**src/rtl/spi_sample_rx.sv**
```systemverilog
// -----------------------------------------------------------------------------
// spi_sample_rx
//
// Purpose:
//   SPI peripheral (mode 0, MCU is the controller) that receives raw audio
//   samples. The SPI pins are synchronized into clk, and each frame is
//   assembled MSB-first. A frame is accepted only if it holds exactly DATA_W
//   bits. Accepted words are buffered in a small FIFO and handed to the
//   effects datapath with a valid/ready handshake.
//
// Ports:
//   clk           system clock (at least 8x sclk)
//   reset         asynchronous, active-high reset
//   sclk, cs_n,   SPI pins from the MCU. These are asynchronous to clk.
//   sdi
//   sample_data   registered FIFO head word
//   sample_valid  FIFO head is valid
//   sample_ready  datapath consumes the head when sample_valid is also high
//   start         one-cycle pulse for every word written into the FIFO
//   overflow      sticky: a good word was dropped because the FIFO was full
//   frame_err     sticky: a frame of the wrong length was discarded
//   clr_flags     synchronous clear of the sticky flags (a set event wins)
//   err_count     (only when SPI_RX_ERR_CNT_EN is defined) saturating 8-bit
//                 count of frame_err and overflow events
//
// Optional build macro: SPI_RX_ERR_CNT_EN
// -----------------------------------------------------------------------------
module spi_sample_rx #(
    parameter int DATA_W = 16,
    parameter int DEPTH  = 4
) (
    input  logic              clk,
    input  logic              reset,
    input  logic              sclk,
    input  logic              cs_n,
    input  logic              sdi,
    output logic [DATA_W-1:0] sample_data,
    output logic              sample_valid,
    input  logic              sample_ready,
    output logic              start,
    output logic              overflow,
    output logic              frame_err,
    input  logic              clr_flags
`ifdef SPI_RX_ERR_CNT_EN
    ,
    output logic [7:0]        err_count
`endif
);

    localparam int PTR_W = $clog2(DEPTH);
    localparam int CNT_W = PTR_W + 1;
    localparam int BC_W  = $clog2(DATA_W + 2);

    localparam logic [BC_W-1:0]  BC_FULL = BC_W'(DATA_W);
    localparam logic [BC_W-1:0]  BC_MAX  = BC_W'(DATA_W + 1);
    localparam logic [CNT_W-1:0] CNT_MAX = CNT_W'(DEPTH);

    // ------------------------------------------------------------------
    // Pin synchronizers: index 0 = sclk, 1 = cs_n, 2 = sdi.
    // All stages reset to 0. For cs_n this means "selected". If cs_n is
    // already low when reset is released, no falling edge is seen. The
    // frame in flight is therefore ignored until cs_n rises and falls again.
    // ------------------------------------------------------------------
    logic [2:0] pin_w;
    logic [2:0] sync_w;
    assign pin_w = {sdi, cs_n, sclk};

    genvar gi;
    generate
        for (gi = 0; gi < 3; gi++) begin : g_sync
            logic s1_q;
            logic s2_q;
            always_ff @(posedge clk or posedge reset) begin
                if (reset) begin
                    s1_q <= 1'b0;
                    s2_q <= 1'b0;
                end else begin
                    s1_q <= pin_w[gi];
                    s2_q <= s1_q;
                end
            end
            assign sync_w[gi] = s2_q;
        end
    endgenerate

    logic sclk_s, cs_s, sdi_s;
    assign sclk_s = sync_w[0];
    assign cs_s   = sync_w[1];
    assign sdi_s  = sync_w[2];

    // History stage for edge detection. It is only needed for sclk and cs_n.
    // sdi is taken from the same stage as sclk, so the two stay aligned.
    logic sclk_h_q, cs_h_q;
    always_ff @(posedge clk or posedge reset) begin
        if (reset) begin
            sclk_h_q <= 1'b0;
            cs_h_q   <= 1'b0;
        end else begin
            sclk_h_q <= sclk_s;
            cs_h_q   <= cs_s;
        end
    end

    logic sclk_rise, cs_fall, cs_rise;
    assign sclk_rise = sclk_s & ~sclk_h_q;
    assign cs_fall   = ~cs_s & cs_h_q;
    assign cs_rise   = cs_s & ~cs_h_q;

    // ------------------------------------------------------------------
    // Frame FSM
    // ------------------------------------------------------------------
    typedef enum logic [1:0] {
        ST_IDLE  = 2'd0,
        ST_SHIFT = 2'd1,
        ST_CHECK = 2'd2
    } state_t;

    state_t            state_q, state_d;
    logic [DATA_W-1:0] shift_q, shift_d;
    logic [BC_W-1:0]   bit_cnt_q, bit_cnt_d;
    logic              push_req;
    logic              len_err;

    always_comb begin
        state_d   = state_q;
        shift_d   = shift_q;
        bit_cnt_d = bit_cnt_q;
        push_req  = 1'b0;
        len_err   = 1'b0;
        case (state_q)
            ST_IDLE: begin
                if (cs_fall) begin
                    shift_d   = '0;
                    bit_cnt_d = '0;
                    state_d   = ST_SHIFT;
                end
            end
            ST_SHIFT: begin
                if (sclk_rise) begin
                    shift_d = {shift_q[DATA_W-2:0], sdi_s};
                    // The count saturates one past DATA_W, so that any
                    // over-long frame is still seen as the wrong length.
                    if (bit_cnt_q != BC_MAX) begin
                        bit_cnt_d = bit_cnt_q + BC_W'(1);
                    end
                end
                if (cs_rise) begin
                    state_d = ST_CHECK;
                end
            end
            ST_CHECK: begin
                if (bit_cnt_q == BC_FULL) begin
                    push_req = 1'b1;
                end else begin
                    len_err = 1'b1;
                end
                state_d = ST_IDLE;
            end
            default: begin
                state_d = ST_IDLE;
            end
        endcase
    end

    always_ff @(posedge clk or posedge reset) begin
        if (reset) begin
            state_q   <= ST_IDLE;
            shift_q   <= '0;
            bit_cnt_q <= '0;
        end else begin
            state_q   <= state_d;
            shift_q   <= shift_d;
            bit_cnt_q <= bit_cnt_d;
        end
    end

    // ------------------------------------------------------------------
    // FIFO
    // ------------------------------------------------------------------
    logic [DATA_W-1:0] mem_q [DEPTH];
    logic [PTR_W-1:0]  wr_ptr_q, wr_ptr_d;
    logic [PTR_W-1:0]  rd_ptr_q, rd_ptr_d;
    logic [CNT_W-1:0]  count_q, count_d;
    logic [CNT_W-1:0]  avail_w;
    logic              sample_valid_q, sample_valid_d;
    logic [DATA_W-1:0] sample_data_q;
    logic              full_w, pop_w, push_w, ovf_set;

    assign full_w  = (count_q == CNT_MAX);
    assign pop_w   = sample_valid_q & sample_ready;
    // A pop in the same cycle frees a slot, so a full FIFO still accepts.
    assign push_w  = push_req & (~full_w | pop_w);
    assign ovf_set = push_req & full_w & ~pop_w;

    assign wr_ptr_d = wr_ptr_q + PTR_W'(push_w);
    assign rd_ptr_d = rd_ptr_q + PTR_W'(pop_w);
    assign count_d  = count_q + CNT_W'(push_w) - CNT_W'(pop_w);

    // The output register only considers words stored before this edge.
    // This keeps the read address away from the word being written now.
    // A fresh push therefore appears one cycle after its write edge.
    assign avail_w        = count_q - CNT_W'(pop_w);
    assign sample_valid_d = (avail_w != '0);

    always_ff @(posedge clk) begin
        if (push_w) begin
            mem_q[wr_ptr_q] <= shift_q;
        end
    end

    always_ff @(posedge clk or posedge reset) begin
        if (reset) begin
            wr_ptr_q       <= '0;
            rd_ptr_q       <= '0;
            count_q        <= '0;
            sample_valid_q <= 1'b0;
            sample_data_q  <= '0;
        end else begin
            wr_ptr_q       <= wr_ptr_d;
            rd_ptr_q       <= rd_ptr_d;
            count_q        <= count_d;
            sample_valid_q <= sample_valid_d;
            // Registered read at the next head address. If there is no pop,
            // the same word is reread, so the head stays stable while stalled.
            sample_data_q  <= mem_q[rd_ptr_d];
        end
    end

    // ------------------------------------------------------------------
    // Start pulse and sticky flags (a set event beats clr_flags)
    // ------------------------------------------------------------------
    logic start_q, overflow_q, overflow_d, frame_err_q, frame_err_d;

    always_comb begin
        overflow_d  = overflow_q;
        frame_err_d = frame_err_q;
        if (clr_flags) begin
            overflow_d  = 1'b0;
            frame_err_d = 1'b0;
        end
        if (ovf_set) begin
            overflow_d = 1'b1;
        end
        if (len_err) begin
            frame_err_d = 1'b1;
        end
    end

    always_ff @(posedge clk or posedge reset) begin
        if (reset) begin
            start_q     <= 1'b0;
            overflow_q  <= 1'b0;
            frame_err_q <= 1'b0;
        end else begin
            start_q     <= push_w;
            overflow_q  <= overflow_d;
            frame_err_q <= frame_err_d;
        end
    end

`ifdef SPI_RX_ERR_CNT_EN
    logic [7:0] err_cnt_q, err_cnt_d;

    always_comb begin
        err_cnt_d = err_cnt_q;
        if (ovf_set | len_err) begin
            if (err_cnt_q != 8'hFF) begin
                err_cnt_d = err_cnt_q + 8'd1;
            end
        end else if (clr_flags) begin
            err_cnt_d = 8'd0;
        end
    end

    always_ff @(posedge clk or posedge reset) begin
        if (reset) begin
            err_cnt_q <= 8'd0;
        end else begin
            err_cnt_q <= err_cnt_d;
        end
    end

    assign err_count = err_cnt_q;
`endif

    assign sample_data  = sample_data_q;
    assign sample_valid = sample_valid_q;
    assign start        = start_q;
    assign overflow     = overflow_q;
    assign frame_err    = frame_err_q;

endmodule
```
**config.mk**
```make
export PLATFORM = sky130hd
export DESIGN_NAME = spi_sample_rx
export DESIGN_NICKNAME = d
export VERILOG_FILES = /design/src/rtl/spi_sample_rx.sv
export SDC_FILE = /design/constraint.sdc
export NUM_CORES = 1
export LEC_CHECK = 0
export ABC_AREA = 1
export CAP_MARGIN = 20
export CORE_AREA = 2 2 126 103
export DETAILED_ROUTE_END_ITERATION = 16
export DIE_AREA = 0 0 128 105
export GPL_ROUTABILITY_DRIVEN = 0
export HOLD_SLACK_MARGIN = 0.05
export PLACE_DENSITY = 0.59
export RECOVER_POWER = 25
export SYNTH_ARGS = -nofsm -noshare
export SYNTH_HDL_FRONTEND = slang
export SYNTH_SLANG_ARGS = --single-unit
```
**constraint.sdc**
```tcl
create_clock -name clk -period 2.4 [get_ports clk]
set_clock_uncertainty 0.2 [all_clocks]
set_input_delay 0.48 -clock clk [delete_from_list [all_inputs] [get_ports clk]]
set_output_delay 0.48 -clock clk [all_outputs]
set_load 0.01 [all_outputs]
```
**Yosys cells after proc, flatten, opt, wreduce, memory -nomap -nowiden**

Memory sizes are Yosys's and may differ from the RTL's. A register that Yosys moved wholly into a read port is not among the register bits.
Cells that the tools add are included.

- Register bits: 42
- Bits in writable memories: 64
- Bits of input ports: 7
- Output and inout port bits: 20
- Word-level logic and storage cells: 74
- Memories: 1

Memories:

| memory | depth | bits a word | rd ports | clocked after Yosys merged registers in | wr ports | line | source |
|---|---|---|---|---|---|---|---|
| mem_q | 4 | 16 | 1 | 1 | 1 | 180 | `logic [DATA_W-1:0] mem_q [DEPTH];` |

- $add $sub $neg: 6
- Equal/unequal tests: 9
- Mux-type cells: 19
- Bitwise logic cells: 13
- Reductions and logical operators: 8

Operators with widths:

| kind | number |
|---|---|
| $mux W16 | 2 |
| $pmux W16 S2 | 1 |
| $mux W5 | 3 |
| $pmux W5 S2 | 1 |
| $mux W1 | 9 |
| $ne A2 B2 Y1 const B | 4 |
| $and A1 B1 Y1 | 7 |
| $reduce_bool A2 Y1 | 3 |
| $sub A3 B1 Y3 | 2 |
| $add A5 B1 Y5 const B | 1 |
| $eq A5 B5 Y1 const B | 1 |
| $ne A5 B5 Y1 const B | 1 |
| $not A1 Y1 | 5 |
| $add A2 B1 Y2 | 2 |
| $mux W2 | 2 |
| $pmux W2 S2 | 1 |
| $reduce_and A4 Y1 | 1 |
| $add A3 B1 Y3 | 1 |
| $eq A3 B3 Y1 const B | 1 |
| $reduce_and A3 Y1 | 1 |
| $reduce_bool A3 Y1 | 1 |
| $eq A2 B1 Y1 const B | 1 |
| $eq A2 B2 Y1 const B | 1 |
| $logic_not A2 Y1 | 1 |
| other kinds (2) | 2 |

**Longest topological paths before layout**

- Depth after elaboration: 6
- Depth in mapped cells: 11

**Worst setup path after synthesis**

OpenSTA, ideal clock, no wires.

- Path kind: reg-to-reg
- Start: reg bit_cnt_q[0]
- End: mem mem_q[2][0], enable pin
- Library setup time: 0.388 ns
- Arrival: 1.663 ns
- Data required time: 1.812 ns
- Setup slack: 0.148 ns
- Stages on the path, launching flop included: 7
- Period minus slack after synthesis: 2.252 ns
- Path through: dfrtp_1 > inv_1 > ha_1 > nand3_1 > nor2_2 > nand3_1 > nor2_1

- Word-level cells in the longest chain between the ends: 6

Ends and longest elaborated chain:

| item | line | source |
|---|---|---|
| from (decl) | 120 | `logic [BC_W-1:0] bit_cnt_q, bit_cnt_d;` |
| from (signal assigned) | 173 | `bit_cnt_q <= bit_cnt_d;` |
| $eq A5 B5 Y1 | 152 | `if (bit_cnt_q == BC_FULL) begin` |
| $mux W1 | 152 |  |
| $mux W1 | 130 | `case (state_q)` |
| $and A1 B1 Y1 | 192 | `assign push_w = push_req & (~full_w \| pop_w);` |
| $mux W1 | 206 | `if (push_w) begin` |
| $mux W1 (implied by the code) | 207 | `mem_q[wr_ptr_q] <= shift_q;` |
| to (decl) | 180 |  |

Every way passes these cells.

**Worst setup path in the final report**

- Start: reg bit_cnt_q[1]
- End: reg count_q[1]

- Word-level cells in the longest chain between the ends: 6

Ends and longest elaborated chain:

| item | line | source |
|---|---|---|
| $eq A5 B5 Y1 | 152 |  |
| $mux W1 | 152 |  |
| $mux W1 | 130 |  |
| $and A1 B1 Y1 | 192 |  |
| $add A3 B1 Y3 | 197 | `assign count_d = count_q + CNT_W'(push_w) - CNT_W'(pop_w);` |
| $sub A3 B1 Y3 | 197 |  |
| via count_d[1] | 183 | `logic [CNT_W-1:0] count_q, count_d;` |
| to (signal assigned) | 221 | `count_q <= count_d;` |
| to (decl) | 183 |  |

The timed path passes the listed nets, and every way through them passes these cells.
A chain may end at the register's enable or synchronous reset.

==> impl_metrics.env <==
export IMPL_synth_lib_cells_used_distinct=34
export IMPL_relSlewSlack_pct=61.2
export IMPL_worst_setup_hold_path_clk_slew_ns=0.06
export IMPL_cpMaxStageDelayCell="sky130_fd_sc_hd__fa_2"
export IMPL_synth_enable_flop_cells=64
export IMPL_grt_start_max_net_pins=26
export IMPL_fp_dieH_um=105
export IMPL_mappedNetlistNets=356
export IMPL_dr_pass1_iters=5
export IMPL_detailedPlace_worstSlack_ns=-0.125
export IMPL_cts_hold_fix_buffers=0
export IMPL_cts_num_sinks=122
export IMPL_cts_path_max_buffers=2
export IMPL_finalNetCount=406
export IMPL_ys_warn_count=0
export IMPL_synth_seq_area_share_pct=70.6
export IMPL_crit_path_cell_trace="inv_2 -> ha_4 -> nand3_4 -> nor2_4 -> nand2_2 -> ha_4 -> inv_1 -> ha_1 -> inv_1 -> fa_2 -> inv_1"
export IMPL_cts_buffers=17
export IMPL_antenna_diode_count=0
export IMPL_postRouteAntennaNets=0
export IMPL_maximum_operating_frequency_mhz=444
export IMPL_synth_area_per_cell_um2=14.1
export IMPL_antenna_found_initial=0
export IMPL_detailed_place_hpwl_um=5040
export IMPL_setup_viol=0
export IMPL_insertion_delay_ns=0.40
export IMPL_io_pins=27
export IMPL_finalCoreUtilization_pct=49.2
export IMPL_cts_htree_levels=4
export IMPL_yosys_top_cells_area="sky130_fd_sc_hd__edfxtp_1 40%, sky130_fd_sc_hd__dfrtp_1 30%, sky130_fd_sc_hd__mux2i_1 3.4%, sky130_fd_sc_hd__nand3_1 3.4%, sky130_fd_sc_hd__nand2_1 2.6%"
export IMPL_ys_async_sr_fraction_pct=47.5
export IMPL_initial_utilization_pct=39.6
export IMPL_numPortBuffers=26
export IMPL_area_delta_synth_final_pct=24.3
export IMPL_final_hold_violation_count=0
export IMPL_design_area_mm2=0.00594
export IMPL_endpoint_required_time_on_the_critical_path_ns=2.50
export IMPL_drc=0
export IMPL_final_period_minus_worst_setup_slack_ns=2.25
export IMPL_num_rows=36
export IMPL_cp_max_fo=2
export IMPL_critical_path_most_common_cell="sky130_fd_sc_hd__inv_1"
export IMPL_fillCellCount=1058
export IMPL_finalMaxSlewViolations=0
export IMPL_p_per_area_mw_per_mm2=1130
export IMPL_run_status="completed"
export IMPL_netlist_instances=340
export IMPL_timing_hold_worst_class="reg -> reg"
export IMPL_core_mm2=0.0121
export IMPL_post_drt_wl_per_cell_um=15.0
export IMPL_grt_usage_pct=13.7
export IMPL_power_leakage_uw=0.00239
export IMPL_drive_gt1_share_pct=22.1
export IMPL_synth_main_ff_cell="sky130_fd_sc_hd__edfxtp_1"
export IMPL_netlist_area_leader_share_pct=40.2
export IMPL_floorplan_die_width_um=128
export IMPL_synth_seq_cells=122
export IMPL_tritoncts_clock_tree="built"
export IMPL_yosys_top_cells_count="64 x sky130_fd_sc_hd__edfxtp_1, 58 x sky130_fd_sc_hd__dfrtp_1, 33 x sky130_fd_sc_hd__nand2_1, 32 x sky130_fd_sc_hd__nand3_1, 21 x sky130_fd_sc_hd__inv_1"
export IMPL_instance_area_after_placement_mm2=0.00534
export IMPL_end_kind="flop"
export IMPL_routed_via_count=2691
export IMPL_max_cap_violations=0
export IMPL_irDropWorstVdd_mv=0.651
export IMPL_worst_setup_path_type="reg -> reg"
export IMPL_synth_most_common_cell="sky130_fd_sc_hd__edfxtp_1"
export IMPL_period_share_pct=93.9
export IMPL_timing_final_ws_setup_ns=0.145
export IMPL_slowest_delay_ns=0.51
export IMPL_grt_pass1_vias=2681
export IMPL_power_uw=6720
export IMPL_clockRootBuffer="sky130_fd_sc_hd__clkbuf_16"
export IMPL_synthDominantAreaCellType="sky130_fd_sc_hd__edfxtp_1"
export IMPL_drt_first_iter_violations=181
export IMPL_rsz0062_at_grt="no"
export IMPL_grt_first_pass_wirelength_um=13800
export IMPL_critical_path_arrival_ns=2.35
export IMPL_crit_path_start_kind="flop"
export IMPL_vias_per_cell=4.85
export IMPL_worst_pin_slew_ns=0.581
export IMPL_grt_overflow_total=0
export IMPL_drt_wl_total_um=8320
export IMPL_post_synth_instance_area_mm2=0.00478
export IMPL_die_area_mm2=0.0134
-- cell type report --
class / instances / area (µm²) / share of cell area [%]
inverter: 23 / 86.3 / 1.45
tap: 152 / 190 / 3.20
clock buffer: 19 / 443 / 7.46
multi-input combinational: 181 / 1270 / 21.3
sequential: 122 / 3370 / 56.8
clock inverter: 13 / 104 / 1.75
timing repair buffer: 45 / 478 / 8.05
-- sequential cells by signal, summed over array words and instances (netlist names), 2 cells and up --
signal and flops:
mem_q 64, sample_data 16, shift_q 16, bit_cnt_q 5, count_q 3, g_sync.s1_q 3
g_sync.s2_q 2, rd_ptr_q 2, state_q 2, wr_ptr_q 2
-- through the flow --
stage	hold slack [ns]	setup TNS (ns)	std cells
floorplan	0.131	0	340
global placement	0.135	-0.188	522
detailed placement	0.141	-0.249	522
CTS	0.153	0	554
global route	0.161	0	555
finish	0.151	0	555
-- path summary, 6_finish.rpt --
path,slack [ns],cells after the start,to,from
worst max-delay path,0.15,11,count_q[1]$_DFF_PP0_,bit_cnt_q[1]$_DFFE_PP0P_
worst min-delay path,0.15,0,cs_s$_DFF_PP0_,g_sync[1].s1_q$_DFF_PP0_
worst max register to register,0.15,11,count_q[1]$_DFF_PP0_,bit_cnt_q[1]$_DFFE_PP0P_
worst min register to register,0.15,0,cs_s$_DFF_PP0_,g_sync[1].s1_q$_DFF_PP0_
max in group asynchronous,1.15,3,g_sync[0].s2_q$_DFF_PP0_,reset
min in group asynchronous,0.26,2,frame_err$_DFFE_PP0P_,reset
-- power by group --
part / switching, µW / internal (µW) / leakage (µW)
Sequential: 110 / 2430 / 0.00132
Clock: 870 / 1430 / 0.000256
Combinational: 1020 / 862 / 0.000815
-- cells by family after synthesis --
logic type	count (synthesis)	synth area share (%)
buffers and inverters	37	3.93
XOR/XNOR	4	0.890
flip-flops	122	70.6
AND/OR/NAND/NOR	111	13.2
AO/OA/AOI/OAI	41	5.58
multiplexers	16	3.35
adder cells (fa/ha/maj)	9	2.51
-- timing repair --
| item | 4_1_cts | 5_1_grt |
|---|---|---|
| buffers inserted | 0 | 1 |
| setup endpoints to repair | 0 | 2 |
| gates resized for setup | 0 | 10 |
-- per-layer routing --
| layer | GRT usage [%] | part of all wire [%] | vias to the layer above | wire length, µm |
|---|---|---|---|---|
| li1 | - | - | 1304 | - |
| met1 | 17.6 | 47 | 1344 | 3910 |
| met2 | 21.6 | 49 | 38 | 4100 |
| met3 | 4.92 | 3.1 | 5 | 259 |
| met4 | 4.24 | 0.55 | 0 | 46 |
| met5 | 0 | 0 | - | 0 |
-- cell usage in the layout, fill, tap and decap left out, types with 2 or more instances in the layout --
master,instances
sky130_fd_sc_hd__ha_4,2
sky130_fd_sc_hd__nor2_2,2
sky130_fd_sc_hd__ha_1,6
sky130_fd_sc_hd__or2_0,10
sky130_fd_sc_hd__xnor2_1,2
sky130_fd_sc_hd__nand3_2,10
sky130_fd_sc_hd__mux2i_1,16
sky130_fd_sc_hd__clkinv_2,4
sky130_fd_sc_hd__o21ai_1,13
sky130_fd_sc_hd__nand4_1,3
sky130_fd_sc_hd__o21ai_2,5
sky130_fd_sc_hd__buf_12,6
sky130_fd_sc_hd__o21ai_0,6
sky130_fd_sc_hd__clkinvlp_4,5
sky130_fd_sc_hd__clkdlybuf4s50_1,23
sky130_fd_sc_hd__nand2_1,32
sky130_fd_sc_hd__clkbuf_16,17
sky130_fd_sc_hd__nand3_1,31
sky130_fd_sc_hd__inv_2,5
sky130_fd_sc_hd__inv_1,18
sky130_fd_sc_hd__or2_2,7
sky130_fd_sc_hd__nor2_4,2
sky130_fd_sc_hd__nor2_1,6
sky130_fd_sc_hd__o211ai_1,16
sky130_fd_sc_hd__buf_4,13
sky130_fd_sc_hd__clkinv_1,2
sky130_fd_sc_hd__dfrtp_1,58
sky130_fd_sc_hd__dlygate4sd3_1,3
sky130_fd_sc_hd__nand2_4,3
sky130_fd_sc_hd__edfxtp_1,64
-- worst max-delay path, delay by kind of cell (launching register included) --
family / cells / cell delay [ns]
fa+ha+maj: 4 / 1.02
flops: 1 / 0.38
simple gates: 3 / 0.35
buf+inv: 4 / 0.22
(Power assumes the default switching activity.)
